<file path="config.mk">
export PLATFORM = sky130hd
export DESIGN_NAME = hazard_ctrl
export DESIGN_NICKNAME = d
export VERILOG_FILES = /design/src/rtl/hazard_ctrl.sv
export SDC_FILE = /design/constraint.sdc
export NUM_CORES = 1
export LEC_CHECK = 0
export ABC_AREA = 1
export CAP_MARGIN = 20
export CORE_ASPECT_RATIO = 1.1
export CORE_MARGIN = 2
export CORE_UTILIZATION = 40
export DETAILED_ROUTE_END_ITERATION = 16
export DONT_BUFFER_PORTS = 1
export HOLD_SLACK_MARGIN = 0.06
export MAX_ROUTING_LAYER = met4
export PLACE_DENSITY = 0.64
export SYNTH_ARGS = -nofsm -noshare
export SYNTH_HDL_FRONTEND = slang
export SYNTH_SLANG_ARGS = --single-unit
</file>
<file path="constraint.sdc">
create_clock -name clk -period 2.35 [get_ports clk]
set_input_delay 0.3525 -clock clk [delete_from_list [all_inputs] [get_ports clk]]
set_output_delay 0.3525 -clock clk [all_outputs]
set_load 0.005 [all_outputs]
</file>
<file path="src/rtl/hazard_ctrl.sv">
// rtl/hazard_ctrl.sv - pipeline hazard unit: operand forwarding, load-use/branch/memory-wait
// stall and flush control, plus stall and flush performance counters.
module hazard_ctrl #(
   parameter int CNT_W = 16
) (
   input  logic             clk,
   input  logic             rst,
   input  logic [4:0]       RS1_D,
   input  logic [4:0]       RS2_D,
   input  logic [4:0]       RS1_E,
   input  logic [4:0]       RS2_E,
   input  logic [4:0]       RD_E,
   input  logic             ResultSrcE,
   input  logic [4:0]       RD_M,
   input  logic [4:0]       RD_W,
   input  logic             RegWriteM,
   input  logic             RegWriteW,
   input  logic             PCSrcE,
   input  logic             mem_busy,
   input  logic             cnt_clr,
   output logic             StallF,
   output logic             StallD,
   output logic             StallE,
   output logic             StallM,
   output logic             FlushD,
   output logic             FlushE,
   output logic [1:0]       ForwardAE,
   output logic [1:0]       ForwardBE,
   output logic [1:0]       hz_state,
   output logic [CNT_W-1:0] stall_cnt,
   output logic [CNT_W-1:0] flush_cnt
);

   typedef enum logic [1:0] {
      RUN     = 2'b00,
      LDSTALL = 2'b01,
      FLUSH   = 2'b10,
      MWAIT   = 2'b11
   } hz_state_t;

   hz_state_t state_q;
   hz_state_t state_d;
   logic      lw_hz;
   logic      lw_en;

   assign lw_hz    = ResultSrcE && (RD_E != 5'd0) && ((RD_E == RS1_D) || (RD_E == RS2_D));
   // Load-use only matters when the decode slot holds a fresh instruction.
   assign lw_en    = (state_q == RUN) || (state_q == MWAIT);
   assign hz_state = state_q;

   always_comb begin
      ForwardAE = 2'b00;
      ForwardBE = 2'b00;
      if (!rst) begin
         if (RegWriteM && (RD_M != 5'd0) && (RD_M == RS1_E))
            ForwardAE = 2'b10;
         else if (RegWriteW && (RD_W != 5'd0) && (RD_W == RS1_E))
            ForwardAE = 2'b01;
         if (RegWriteM && (RD_M != 5'd0) && (RD_M == RS2_E))
            ForwardBE = 2'b10;
         else if (RegWriteW && (RD_W != 5'd0) && (RD_W == RS2_E))
            ForwardBE = 2'b01;
      end
   end

   // MWAIT with memory ready falls through to the RUN rules in the same cycle.
   always_comb begin
      StallF  = 1'b0;
      StallD  = 1'b0;
      StallE  = 1'b0;
      StallM  = 1'b0;
      FlushD  = 1'b0;
      FlushE  = 1'b0;
      state_d = RUN;
      if (rst) begin
         FlushD = 1'b1;
         FlushE = 1'b1;
      end else if (mem_busy) begin
         StallF  = 1'b1;
         StallD  = 1'b1;
         StallE  = 1'b1;
         StallM  = 1'b1;
         state_d = MWAIT;
      end else if (PCSrcE) begin
         FlushD  = 1'b1;
         FlushE  = 1'b1;
         state_d = FLUSH;
      end else if (lw_hz && lw_en) begin
         StallF  = 1'b1;
         StallD  = 1'b1;
         FlushE  = 1'b1;
         state_d = LDSTALL;
      end
   end

   always_ff @(posedge clk) begin
      if (rst)
         state_q <= RUN;
      else
         state_q <= state_d;
   end

   always_ff @(posedge clk) begin
      if (rst || cnt_clr) begin
         stall_cnt <= '0;
         flush_cnt <= '0;
      end else begin
         if (StallF && (stall_cnt != '1))
            stall_cnt <= stall_cnt + 1'b1;
         if (state_d == FLUSH)
            flush_cnt <= flush_cnt + 1'b1;
      end
   end

endmodule

</file>
Yosys cells after proc, flatten, opt, wreduce, memory -nomap -nowiden. Index checks and enable logic that the tools add are counted.

$add $sub $neg: 2. Equality and inequality tests: 9. Muxes and demuxes: 22. Reductions and logical operators: 17.

Operators by type and width (count): $add 16x1->16 const B (2); $eq 5x5->1 (6); $ne 16x16->1 const B (1); $mux 1 (15); $reduce_bool 5->1 (3); $mux 2 (7); $logic_and 1x1->1 (10); $eq 2x2->1 const B (2); $logic_or 1x1->1 (3); $logic_not 2->1 (1).

Register bits after elaboration: 34. Input bits: 43. Output and inout port bits: 44. Word-level logic and storage cells: 53.

Logic depth before layout (Yosys ltp).
Depth in word-level cells: 9. Mapped depth: 13. Mapped depth without buffers: 12.

Worst setup path after synthesis. No wires, ideal clock.

Path kind: input to output. From: input rst. To: output StallF. Arrival: 1403 ps. Data required time: 1997 ps. Slack: 594 ps. Stages: 6. Path buffers: 3. Path through: buf_2 -> nor2_1 -> clkbuf_1 -> inv_1 -> a21oi_1 -> buf_4.

Longest elaborated chain between the ends: 1.

RTL lines: start: declaration (RTL line 7) `input logic rst,`; $mux 1; end: declaration (RTL line 21) `output logic StallF,`.

Every way passes these cells.

Final worst setup path.
From: register state_q[1] (netlist: hz_state[1]). To: output StallF.

Longest elaborated chain between the ends: 7. Elaborated cells between the ends (all ways): 8. Classes of those cells: eq/ne: 1; mux: 4; reduce/logical: 3.

RTL lines: start: declaration (RTL line 41) `hz_state_t state_q;`; start signal: assignment (RTL line 100) `state_q <= state_d;`; $eq 2x2->1 / $logic_not 2->1 (equally long branches) (RTL line 48) `assign lw_en = (state_q == RUN) || (state_q == MWAIT);`; $logic_or 1x1->1 (*) (RTL line 48); $logic_and 1x1->1 (*) (RTL line 88) `end else if (lw_hz && lw_en) begin`; $mux 1 (*) (4 in a row).

Mark *: on every way between the ends. The rest lies on a longest branch, timed or not.

==> flow_summary.toml <==
[drt]
vias = 2423
viasPerCell = 5.16
routedWlPerCell_um = 12.9
drtIter0Drc = 133
first_pass_iters = 4
wirelength_um = 6060
ant_nets = 0
drcViolationCount = 0

[floorplanning]
die_w_um = 78.9
start_util_pct = 40.6
io_pins = 87
die-area_sq_um = 6810
coreArea_sq_um = 6080
die_h_um = 86.4
rows = 30

[finish]
area.sequential_sq_um = 681
n_antenna_cell = 0
drive_gt1_share_pct = 8.21
fill_cells = 673
final_common_cell = "nand2_1"
layout_common_cells = "96 x nand2_1, 52 x nor2_1, 43 x inv_1"
layout.nets = 434
multi_input_area_sq_um = 1520
synthToLayoutAreaGrowth_pct = 5.99

[sta]
finalMaxSlewViolations = 0
slew_headroom_pct = 50.8
setup_viol = 0
skew_ns = 0.00641
hold_violations = 0
worst_pin_slew_ns = 0.738
finalCriticalPeriod_ns = 1.81
max_freq_ghz = 0.553
fin_crit_sh_pct = 76.9
rsz0062_at_grt = "false"
layout_setup_ws_ns = 0.543
tns_ns = 0

[cts]
post_cts_buffers = 0
hold_buffers = 0
cts.clk_slew.worst_paths_ns = 0.07
worstSkewPairLatency_ns = 0.29
cts_resized = 0
cts_tree = "yes"
root_buffer = "clkbuf_8"
cts_made_buffers = 5
htree_levels = 2
clk_path_buf_depth = 2
cts.sinks = 34

[power]
peakVddDrop_mv = 0.350
clkPwrFrac_pct = 38.7
power-per-cell-area_nw_per_um2 = 445
intPower_w = 0.000865
net-switching-power_w = 0.000297
p_seq_share_pct = 50.3
switching_share_pct = 25.6
pwr-share-comb_pct = 11.0
leakagePower_nw = 1.10

[grt]
grt_pass1_vias = 2284
grt_pass1_wl_um = 10500
grt_max_degree = 23
grtUsageTotal_pct = 19.6
grt_overflow_total = 0
grt_antenna_before_repair = 0

[synthesis]
synth_area_sq_um = 2470
synth.avg_cell_area_sq_um = 6.29
synth-seq-area-share_pct = 27.6
syn-num-nets = 437
synthDistinctLibCells = 32
synthTopCellsByArea = "dfxtp_1 28%, nand2_1 15%, nor2_1 7.9%"
yosys.area.top_type = "dfxtp_1"
syn_inst = 392
synth_seq_cells = 34
synth_top_cell_area_share_pct = 27.6
yosys_warnings = 0

[placement]
port_buffers = 0
gp_congestion = 0.932
dp_hpwl_um = 4740
pre_cts_slack_ns = 0.564

[worst_setup_path]
worst-setup-path-type = "reg2out"
arrival_ns = 1.45
slowest_delay_ns = 0.36
required_ns = 2.00
worst-path-max-fanout = 4
start_kind = "flop"
slowest_stage = "dfxtp_1"
path_cells = "inv_1 > a21boi_0 > o21ai_0 > nor2_1 > nand2_2 > a21oi_1 > buf_4"
end_kind = "output pin"

[job]
max-cap-violations = 0

[hold_path]
min_path_type = "in2reg"

[outcome]
outcome = "completed"
-- power groups by stage --
stage | registers, W | logic, W | clock network (W)
6_report | 0.000585 | 0.000128 | 0.000450
5_1_grt | 0.000585 | 0.000145 | 0.000501
4_1_cts | 0.000585 | 0.000128 | 0.000478
3_5_place_dp | 0.000598 | 0.000127 | 0
3_3_place_gp | 0.000598 | 0.000125 | 0
2_1_floorplan | 0.000597 | 0.000109 | 0
-- flip-flops by register name (all words and copies together), names as in the netlist --
name / cells
flush_cnt: 16
hz_state: 2
stall_cnt: 16
-- cells in the mapped netlist --
cell and number:
a2111oi_0 1, a21boi_0 1, a21oi_1 26, a22o_1 1, buf_2 2, buf_4 4
buf_6 1, clkbuf_1 7, clkinv_1 2, dfxtp_1 34, ha_1 2, inv_1 43
inv_2 6, nand2_1 96, nand2_2 3, nand2_4 1, nand3_1 20, nand3_2 4
nand3b_2 1, nand4_1 20, nor2_1 52, nor2_2 1, nor3_1 14, nor3_4 1
nor3b_1 1, nor4_1 3, o211ai_1 1, o21ai_0 8, o41ai_1 1, or2_2 3
xnor2_1 11, xor2_1 21
-- cell families after synthesis --
logic type                 synth area share [%]
adders and majority gates                  1.01
xor gates and xnor gates                   11.4
AOI/OAI and AO/OA                          8.57
buffers and inverters                      10.9
and+or+nand+nor                            40.5
DFF                                        27.6
-- path summary, 6_finish.rpt --
check | start | to | slack, ns | cells after the start
worst max-delay path | hz_state[1] | StallF | 0.54 | 7
worst min-delay path | rst | hz_state[1] | 0.13 | 1
worst max register to register | stall_cnt[0] | stall_cnt[7] | 0.55 | 9
worst min register to register | flush_cnt[15] | flush_cnt[15] | 0.52 | 2
-- final cells by class --
cell class	instances	area share (%)
multi-input combinational	293	58.0
sequential	34	26.0
inverter	51	7.32
tap	80	3.83
clock buffer	6	3.16
timing repair buffer	4	1.15
clock inverter	2	0.479
-- critical path: cells and delay by family, from the launching register on --
kind / cells / cell delay (ns)
AO/OA/AOI/OAI: 3 / 0.38
buffers and inverters: 2 / 0.21
flip-flops: 1 / 0.36
AND/OR/NAND/NOR: 2 / 0.23
-- layer usage --
layer	track usage (%)	vias up	part of all wire, %
li1	-	1252	-
met1	22.1	1100	41
met2	33.1	58	51
met3	4.79	13	5.7
met4	8.31	0	2.1
met5	-	-	0
-- stage by stage --
stage / std cells / area [sq um] / hold WS [ns] / total power [W] / utilization [%]
floorplan: 392 / 2470 / 0.482 / 0.000705 / -
global placement: 462 / 2520 / 0.426 / 0.000723 / 41.4
detailed placement: 462 / 2520 / 0.425 / 0.000725 / 41.4
CTS: 470 / 2610 / 0.115 / 0.00119 / 43.0
global route: 470 / 2610 / 0.118 / 0.00123 / 43.0
finish: 470 / 2610 / 0.131 / 0.00116 / 43.0
Note: power is estimated with default switching activity, not from simulation.
